`src/rtl/mode_sequencer.sv`:
```
// Game-phase sequencer: drives mode bus M into the tick controller and reacts to
// its tick C plus the start/hit buttons; exposes round, score and a game_over pulse.
module mode_sequencer #(
    parameter int ROUNDS       = 3,
    parameter int RND_W        = 4,
    parameter int SCORE_W      = 8,
    parameter int READY_CYCLES = 16,
    parameter int WIN_HOLD     = 1024
) (
    input  logic               clk,
    input  logic               rst,
    input  logic               C,
    input  logic               start,
    input  logic               hit,
    output logic [2:0]         M,
    output logic [RND_W-1:0]   round,
    output logic [SCORE_W-1:0] score,
    output logic               game_over
);

    localparam int MAX_CYC = (READY_CYCLES > WIN_HOLD) ? READY_CYCLES : WIN_HOLD;
    localparam int CNT_W   = (MAX_CYC > 1) ? $clog2(MAX_CYC + 1) : 1;

    localparam logic [CNT_W-1:0] READY_LAST = CNT_W'(READY_CYCLES - 1);
    localparam logic [CNT_W-1:0] WIN_LAST   = CNT_W'(WIN_HOLD - 1);
    localparam logic [RND_W-1:0] ROUNDS_R   = RND_W'(ROUNDS);

    typedef enum logic [2:0] {
        S_IDLE  = 3'b000,
        S_READY = 3'b001,
        S_PLAY  = 3'b010,
        S_SCORE = 3'b011,
        S_WIN   = 3'b100,
        S_LOSE  = 3'b101
    } state_t;

    state_t             state_q, state_d;
    logic [CNT_W-1:0]   cnt_q, cnt_d;
    logic [RND_W-1:0]   round_q, round_d;
    logic [SCORE_W-1:0] score_q, score_d;
    logic               go_q, go_d;
    logic               c_q, start_q, hit_q;
    logic               tick, st, ht;

    // Rising-edge detectors: a held button or a C stuck high yields a single event.
    assign tick = C & ~c_q;
    assign st   = start & ~start_q;
    assign ht   = hit & ~hit_q;

    always_ff @(posedge clk) begin
        if (rst) begin
            state_q <= S_IDLE;
            cnt_q   <= '0;
            round_q <= '0;
            score_q <= '0;
            go_q    <= 1'b0;
            c_q     <= 1'b0;
            start_q <= 1'b0;
            hit_q   <= 1'b0;
        end else begin
            state_q <= state_d;
            cnt_q   <= cnt_d;
            round_q <= round_d;
            score_q <= score_d;
            go_q    <= go_d;
            c_q     <= C;
            start_q <= start;
            hit_q   <= hit;
        end
    end

    always_comb begin
        state_d = state_q;
        cnt_d   = cnt_q;
        round_d = round_q;
        score_d = score_q;
        go_d    = 1'b0;
        case (state_q)
            S_IDLE: begin
                if (st) begin
                    state_d = S_READY;
                    round_d = '0;
                    cnt_d   = '0;
                end
            end
            S_READY: begin
                if (cnt_q == READY_LAST) begin
                    state_d = S_PLAY;
                    cnt_d   = '0;
                end else begin
                    cnt_d = cnt_q + 1'b1;
                end
            end
            S_PLAY: begin
                // A hit beats a timeout arriving in the same cycle.
                if (ht) begin
                    state_d = S_SCORE;
                end else if (tick) begin
                    state_d = S_LOSE;
                    go_d    = 1'b1;
                end
            end
            S_SCORE: begin
                round_d = round_q + 1'b1;
                if (score_q != '1) begin
                    score_d = score_q + 1'b1;
                end
                cnt_d = '0;
                if (round_d == ROUNDS_R) begin
                    state_d = S_WIN;
                    go_d    = 1'b1;
                end else begin
                    state_d = S_READY;
                end
            end
            S_WIN: begin
                if (st || (cnt_q == WIN_LAST)) begin
                    state_d = S_IDLE;
                    cnt_d   = '0;
                end else begin
                    cnt_d = cnt_q + 1'b1;
                end
            end
            S_LOSE: begin
                if (st || tick) begin
                    state_d = S_IDLE;
                end
            end
            default: begin
                state_d = S_IDLE;
                cnt_d   = '0;
            end
        endcase
    end

    assign M         = state_q;
    assign round     = round_q;
    assign score     = score_q;
    assign game_over = go_q;

endmodule
```
`config.mk`:
```
export PLATFORM = sky130hd
export DESIGN_NAME = mode_sequencer
export DESIGN_NICKNAME = d
export VERILOG_FILES = /design/src/rtl/mode_sequencer.sv
export SDC_FILE = /design/constraint.sdc
export NUM_CORES = 1
export LEC_CHECK = 0
export ABC_AREA = 0
export BUFFER_PORTS_ARGS = -buffer_cell sky130_fd_sc_hd__clkbuf_2
export CAP_MARGIN = 20
export CORE_MARGIN = 4
export CORE_UTILIZATION = 56
export CTS_CLUSTER_DIAMETER = 60
export DETAILED_ROUTE_END_ITERATION = 7
export PLACE_DENSITY = 0.89
export SLEW_MARGIN = 10
export SYNTH_ARGS = -nofsm -noshare
export SYNTH_HDL_FRONTEND = slang
export SYNTH_SLANG_ARGS = --single-unit
export TNS_END_PERCENT = 5
```
`constraint.sdc`:
```
create_clock -name clk -period 2.2 [get_ports clk]
set_input_delay 0.22 -clock clk [delete_from_list [all_inputs] [get_ports clk]]
set_output_delay 0.22 -clock clk [all_outputs]
set_load 0.05 [all_outputs]
```
After elaboration in Yosys (flattened, before gate mapping)
Index checks and enable logic that the tools add are counted.
{ "classes": {"addsub": 3, "eq_ne": 14, "muxes": 18, "bitwise": 7, "reduce_logical": 9} }
{ "ops": {"columns": ["op", "count"], "rows": [
  ["case mux 11 bit (4 select lines)", 1],
  ["two-way mux 11 bit", 3],
  ["two-way mux 3 bit", 7],
  ["case mux 3 bit (6 select lines)", 1],
  ["adder 11 x 1 -> 11 bit (second input constant)", 1],
  ["== test 11 x 10 -> 1 bit (second input constant)", 1],
  ["== test 11 x 4 -> 1 bit (second input constant)", 1],
  ["adder 8 x 1 -> 8 bit (second input constant)", 1],
  ["!= test 2 bit (second input constant)", 4],
  ["!= test 8 bit (second input constant)", 1],
  ["case mux 4 bit (2 select lines)", 1],
  ["== test 3 x 2 -> 1 bit (second input constant)", 2],
  ["== test 3 bit (second input constant)", 2],
  ["AND reduction 2 bit", 3],
  ["AND reduction 5 bit", 1],
  ["adder 4 x 1 -> 4 bit (second input constant)", 1],
  ["== test 4 x 2 -> 1 bit (second input constant)", 1],
  ["two-way mux 4 bit", 1],
  ["NOT 1 bit", 4],
  ["bitwise AND 1 bit", 3],
  ["== test 3 x 1 -> 1 bit (second input constant)", 1],
  ["logical NOT 3 bit", 1],
  ["two-way mux 1 bit", 3],
  ["!= test 3 bit (second input constant)", 1],
  ["4 further kinds", 5]
]} }
{ "word_totals": {"regBits": 30, "output_inout_bits": 16, "word_cells": 59} }

Depth between registers and ports, before layout
{ "logic_depth": {"word_depth": 5, "mapped_depth": 7, "depth_no_buf": 7} }

Worst setup path after synthesis
OpenSTA, ideal clock, no wires.
{ "synth_timing": {"path_type": "register to register", "startpoint": "register state_q[0] (netlist: M[0])", "endpoint": "register score_q[4] (netlist: score[4])", "setup_time_ns": 0.128, "t_arrival_ns": 1.931, "required_time_ns": 2.072, "setup_slack_ns": 0.141, "stages_incl_launch_ff": 7, "path_buffers": 1, "period_less_slack_ns": 2.059, "cell_sequence": "dfxtp_1 -> clkbuf_1 -> nand3b_1 -> a41oi_1 -> nand4_1 -> xor2_1 -> nor2_1"} }
{ "synth_via": {"elab_chain_cells": 2} }
{ "synth_lines": {"columns": ["element", "line", "rtl"], "rows": [
  ["from (decl)", "37", "state_t state_q, state_d;"],
  ["from (signal assigned)", "61", "state_q <= state_d;"],
  ["== test 3 x 2 -> 1 bit", "78", "case (state_q)"],
  ["AND reduction 2 bit (no source line)", null, null],
  ["to (signal assigned)", "64", "score_q <= score_d;"],
  ["to (decl)", "40", "logic [SCORE_W-1:0] score_q, score_d;"]
]} }
No other way between the ends.
A chain may end at the register's enable or synchronous reset.

Worst setup path in the final report
{ "layout_timing": {"startpoint": "register cnt_q[9]", "endpoint": "register cnt_q[9]"} }
{ "layout_via": {"elab_chain_cells": 4, "word_cells_on_any_way": 7} }
{ "layout_lines": {"columns": ["element", "line", "rtl"], "rows": [
  ["from (decl)", "38", "logic [CNT_W-1:0] cnt_q, cnt_d;"],
  ["from (signal assigned)", "62", "cnt_q <= cnt_d;"],
  ["branches (longest 3 deep; another with adder 11 x 1 -> 11 bit)", null, null],
  ["case mux 11 bit (4 select lines) *", "78", null]
]} }
Every way passes the cells marked *.

==> impl_metrics.prom <==
# TYPE chip_impl_metric gauge
chip_impl_metric{name="r2r_cells",unit=""} 5
chip_impl_metric{name="async_reset_ff_share",unit="%"} 0
chip_impl_metric{name="globalRouteTotalUtil",unit="%"} 21.4
chip_impl_metric{name="grt_max_degree",unit=""} 23
chip_impl_metric{name="die-width",unit="µm"} 61.1
chip_impl_metric{name="final_net_count",unit=""} 225
chip_impl_info{name="grt_setup_unrepaired",value="yes"} 1
chip_impl_metric{name="power.leakage",unit="nW"} 0.759
chip_impl_metric{name="fin_setup_tns",unit="ps"} 0
chip_impl_metric{name="post_synth_xor_area_fraction",unit="%"} 4.44
chip_impl_metric{name="worst_pin_slew",unit="ps"} 518
chip_impl_metric{name="post-route-period-util",unit="%"} 99.0
chip_impl_metric{name="synthToLayoutAreaGrowth",unit="%"} 19.2
chip_impl_metric{name="fraction_of_the_mapped_netlist_area_in_adder_cells",unit="%"} 3.17
chip_impl_info{name="synth_top_family_by_area",value="simple AND/OR/NAND/NOR gates"} 1
chip_impl_metric{name="htreeDepth",unit=""} 2
chip_impl_info{name="netlist_top_cells_area",value="sky130_fd_sc_hd__dfxtp_1 (38%), sky130_fd_sc_hd__nor2_1 (6.2%), sky130_fd_sc_hd__a21oi_1 (4.1%), sky130_fd_sc_hd__xor2_1 (3.3%), sky130_fd_sc_hd__ha_1 (3.2%)"} 1
chip_impl_info{name="layout.cells.most_common_list",value="sky130_fd_sc_hd__dfxtp_1 (29), sky130_fd_sc_hd__nor2_1 (26), sky130_fd_sc_hd__clkbuf_2 (20)"} 1
chip_impl_metric{name="cts_sinks",unit=""} 30
chip_impl_metric{name="number_of_violations_of_the_max_capacitance_limit",unit=""} 0
chip_impl_metric{name="routed_wl",unit="µm"} 3510
chip_impl_info{name="postSynth.topFlopCell",value="sky130_fd_sc_hd__dfxtp_1"} 1
chip_impl_metric{name="synth.lib_cells_used.distinct",unit=""} 45
chip_impl_metric{name="peakVddDrop",unit="µV"} 901
chip_impl_metric{name="num_vias",unit=""} 1477
chip_impl_metric{name="edff_count_synth",unit=""} 0
chip_impl_metric{name="final_area",unit="mm²"} 0.00188
chip_impl_metric{name="drt_first_iter_violations",unit=""} 128
chip_impl_metric{name="insertedDiodeCount",unit=""} 0
chip_impl_metric{name="die_area",unit="mm²"} 0.00373
chip_impl_info{name="cts_tree",value="built"} 1
chip_impl_metric{name="max_buffers_root_to_sink",unit=""} 2
chip_impl_metric{name="vias_per_cell",unit=""} 5.98
chip_impl_metric{name="die_y",unit="µm"} 61.1
chip_impl_metric{name="drtAntennaViolNets",unit=""} 0
chip_impl_metric{name="cts_made_buffers",unit=""} 5
chip_impl_info{name="cts_root_buf",value="sky130_fd_sc_hd__clkbuf_4"} 1
chip_impl_metric{name="first_pass_grt_wire_length",unit="µm"} 5980
chip_impl_info{name="critical_path.startpoint_type",value="flip-flop"} 1
chip_impl_metric{name="timing_hold_violations_final",unit=""} 0
chip_impl_metric{name="syn_inst",unit=""} 187
chip_impl_metric{name="worst-path-max-fanout",unit=""} 8
chip_impl_metric{name="post_synth_instance_area",unit="mm²"} 0.00158
chip_impl_metric{name="timing.final.max_slew_violations",unit=""} 0
chip_impl_metric{name="fmax",unit="MHz"} 459
chip_impl_info{name="critical_path_end_type",value="flip-flop"} 1
chip_impl_info{name="min-delay-path-class",value="input port to flip-flop"} 1
chip_impl_metric{name="finClkSkew",unit="ps"} 13.2
chip_impl_metric{name="grt_overflow_total",unit=""} 0
chip_impl_metric{name="post-layout-total-power",unit="mW"} 1.59
chip_impl_metric{name="detail_route.drc_violations",unit=""} 0
chip_impl_metric{name="drtPass1Iterations",unit=""} 4
chip_impl_metric{name="detail_route.wl_per_cell",unit="µm"} 14.2
chip_impl_info{name="timing_worst_setup_path_type",value="flip-flop to flip-flop"} 1
chip_impl_metric{name="worst_skew_pair.late_latency",unit="ps"} 330
chip_impl_metric{name="final_layout_size_suffix_gt1_share",unit="%"} 23.5
chip_impl_metric{name="yosys-mux-area-fraction",unit="%"} 2.54
chip_impl_metric{name="synth_simple_gate_area_share",unit="%"} 31.0
chip_impl_metric{name="grt_antenna_before_repair",unit=""} 0
chip_impl_metric{name="synth_top_area_share",unit="%"} 38.1
chip_impl_metric{name="max-slew-margin-rel",unit="%"} 65.0
chip_impl_metric{name="grt_pass1_vias",unit=""} 1383
chip_impl_metric{name="post_synthesis_sequential_element_count",unit=""} 30
chip_impl_metric{name="yosys_warnings",unit=""} 0
chip_impl_metric{name="utilization",unit="%"} 72.6
chip_impl_metric{name="postPlaceCellArea",unit="mm²"} 0.00174
chip_impl_metric{name="clkSlewWorstSetupHoldPaths",unit="ps"} 100
chip_impl_info{name="run_status",value="completed"} 1
chip_impl_metric{name="placementRows",unit=""} 18
chip_impl_metric{name="seq_area_frac_synth",unit="%"} 38.1
chip_impl_metric{name="synth_compound_gate_area_share",unit="%"} 18.3
chip_impl_metric{name="start_util",unit="%"} 60.9
chip_impl_info{name="layout.cells.most_common",value="sky130_fd_sc_hd__dfxtp_1"} 1
chip_impl_metric{name="p_per_area",unit="mW/mm²"} 844
chip_impl_metric{name="hold_depth",unit=""} 2
chip_impl_metric{name="setup_viol_count_final",unit=""} 0
chip_impl_metric{name="hpwl",unit="µm"} 2430
chip_impl_info{name="synth_area_leader_cell",value="sky130_fd_sc_hd__dfxtp_1"} 1
chip_impl_metric{name="synth_area_per_cell",unit="µm²"} 8.43
chip_impl_metric{name="design.portCount",unit=""} 21
chip_impl_metric{name="fp.coreArea",unit="mm²"} 0.00259
chip_impl_metric{name="port_buffers",unit=""} 20
chip_impl_metric{name="globalplace.congestion",unit=""} 0.898
chip_impl_metric{name="timing.final.crit_period",unit="ps"} 2180
chip_impl_metric{name="syn-num-nets",unit=""} 196
chip_impl_metric{name="timing.critical_path.arrival",unit="ps"} 2410
chip_impl_metric{name="ctsHoldBuffers",unit=""} 0
chip_impl_metric{name="crit_required",unit="ps"} 2430
state kept, by name (all words and copies together), names as in the netlist:
register and cells:
hit_q 1, c_q 1, game_over 1, start_q 1, round 4, cnt_q 11
M 3, score 8
timing repair:
item,CTS,global route
gates cloned,0,1
pin swaps,0,5
endpoints found under the setup margin,8,11
gates resized for setup,1,8
setup buffers,0,1
critical path: stages, from the launching register on:
cell                      delay (ps)
sky130_fd_sc_hd__dfxtp_1         360
sky130_fd_sc_hd__or4_4           560
sky130_fd_sc_hd__o41ai_4         470
sky130_fd_sc_hd__o32ai_4         220
sky130_fd_sc_hd__and3_1          220
sky130_fd_sc_hd__a221o_1         250
cell families (layout without fill, tap and decap cells):
kind of cell,after synthesis,count (layout)
buffers and inverters,10,40
DFF,30,30
AOI/OAI and AO/OA,40,40
xor gates and xnor gates,8,8
muxes,4,4
and+or+nand+nor,91,91
adders and majority gates,4,4
stage by stage:
step | instances | worst slack (ps) | hold WS (ps)
after floorplan | 187 | 141 | 348
after global placement | 237 | 125 | 448
after detailed placement | 237 | -69.3 | 458
after CTS | 245 | 13.2 | 104
after global routing | 247 | -48.5 | 121
final | 247 | 21.2 | 109
synth_stat cells, types with 2 or more instances:
| cell type | count |
|---|---|
| sky130_fd_sc_hd__and2_1 | 2 |
| sky130_fd_sc_hd__nor3b_1 | 3 |
| sky130_fd_sc_hd__ha_1 | 4 |
| sky130_fd_sc_hd__mux2i_1 | 4 |
| sky130_fd_sc_hd__a21oi_1 | 13 |
| sky130_fd_sc_hd__xnor2_1 | 2 |
| sky130_fd_sc_hd__clkbuf_1 | 5 |
| sky130_fd_sc_hd__nand2_1 | 12 |
| sky130_fd_sc_hd__o21ai_0 | 5 |
| sky130_fd_sc_hd__nor2b_1 | 6 |
| sky130_fd_sc_hd__nand3_1 | 9 |
| sky130_fd_sc_hd__a31oi_1 | 5 |
| sky130_fd_sc_hd__a22o_1 | 2 |
| sky130_fd_sc_hd__nor3_1 | 2 |
| sky130_fd_sc_hd__dfxtp_1 | 30 |
| sky130_fd_sc_hd__nor2_1 | 26 |
| sky130_fd_sc_hd__nand2b_1 | 8 |
| sky130_fd_sc_hd__a41oi_1 | 2 |
| sky130_fd_sc_hd__nand3b_1 | 2 |
| sky130_fd_sc_hd__xor2_1 | 6 |
| sky130_fd_sc_hd__and3_1 | 3 |
| sky130_fd_sc_hd__o21ai_1 | 2 |
| sky130_fd_sc_hd__nand4_1 | 5 |
| sky130_fd_sc_hd__nor4_1 | 2 |
| sky130_fd_sc_hd__inv_1 | 4 |
| sky130_fd_sc_hd__or2_2 | 4 |
final timing paths:
path	from	to	slack, ps
setup / recovery	cnt_q[9]	cnt_q[9]	20
hold reg to reg	round[3]	round[3]	510
hold / removal	C	c_q	110
setup reg to reg	cnt_q[9]	cnt_q[9]	20
layout make-up:
cell class	count	area, µm²
Sequential cell	30	604
Clock buffer	8	78.8
Tap cell	30	37.5
Fill cell	193	711
Timing Repair Buffer	28	161
Multi-Input combinational cell	147	982
Inverter	4	15.0
per-layer routing:
metal	vias to the layer above	routed length, µm	GRT usage (%)
li1	726	-	-
met1	702	1530	25.7
met2	44	1740	35.6
met3	5	185	5.03
met4	0	51	10.5
met5	-	0	0
power breakdown:
group	leakage [nW]	internal (mW)	switching [mW]
sequential	0.244	0.579	0.0533
combinational	0.470	0.218	0.330
clock	0.0446	0.218	0.189
(Power assumes the default switching activity.)
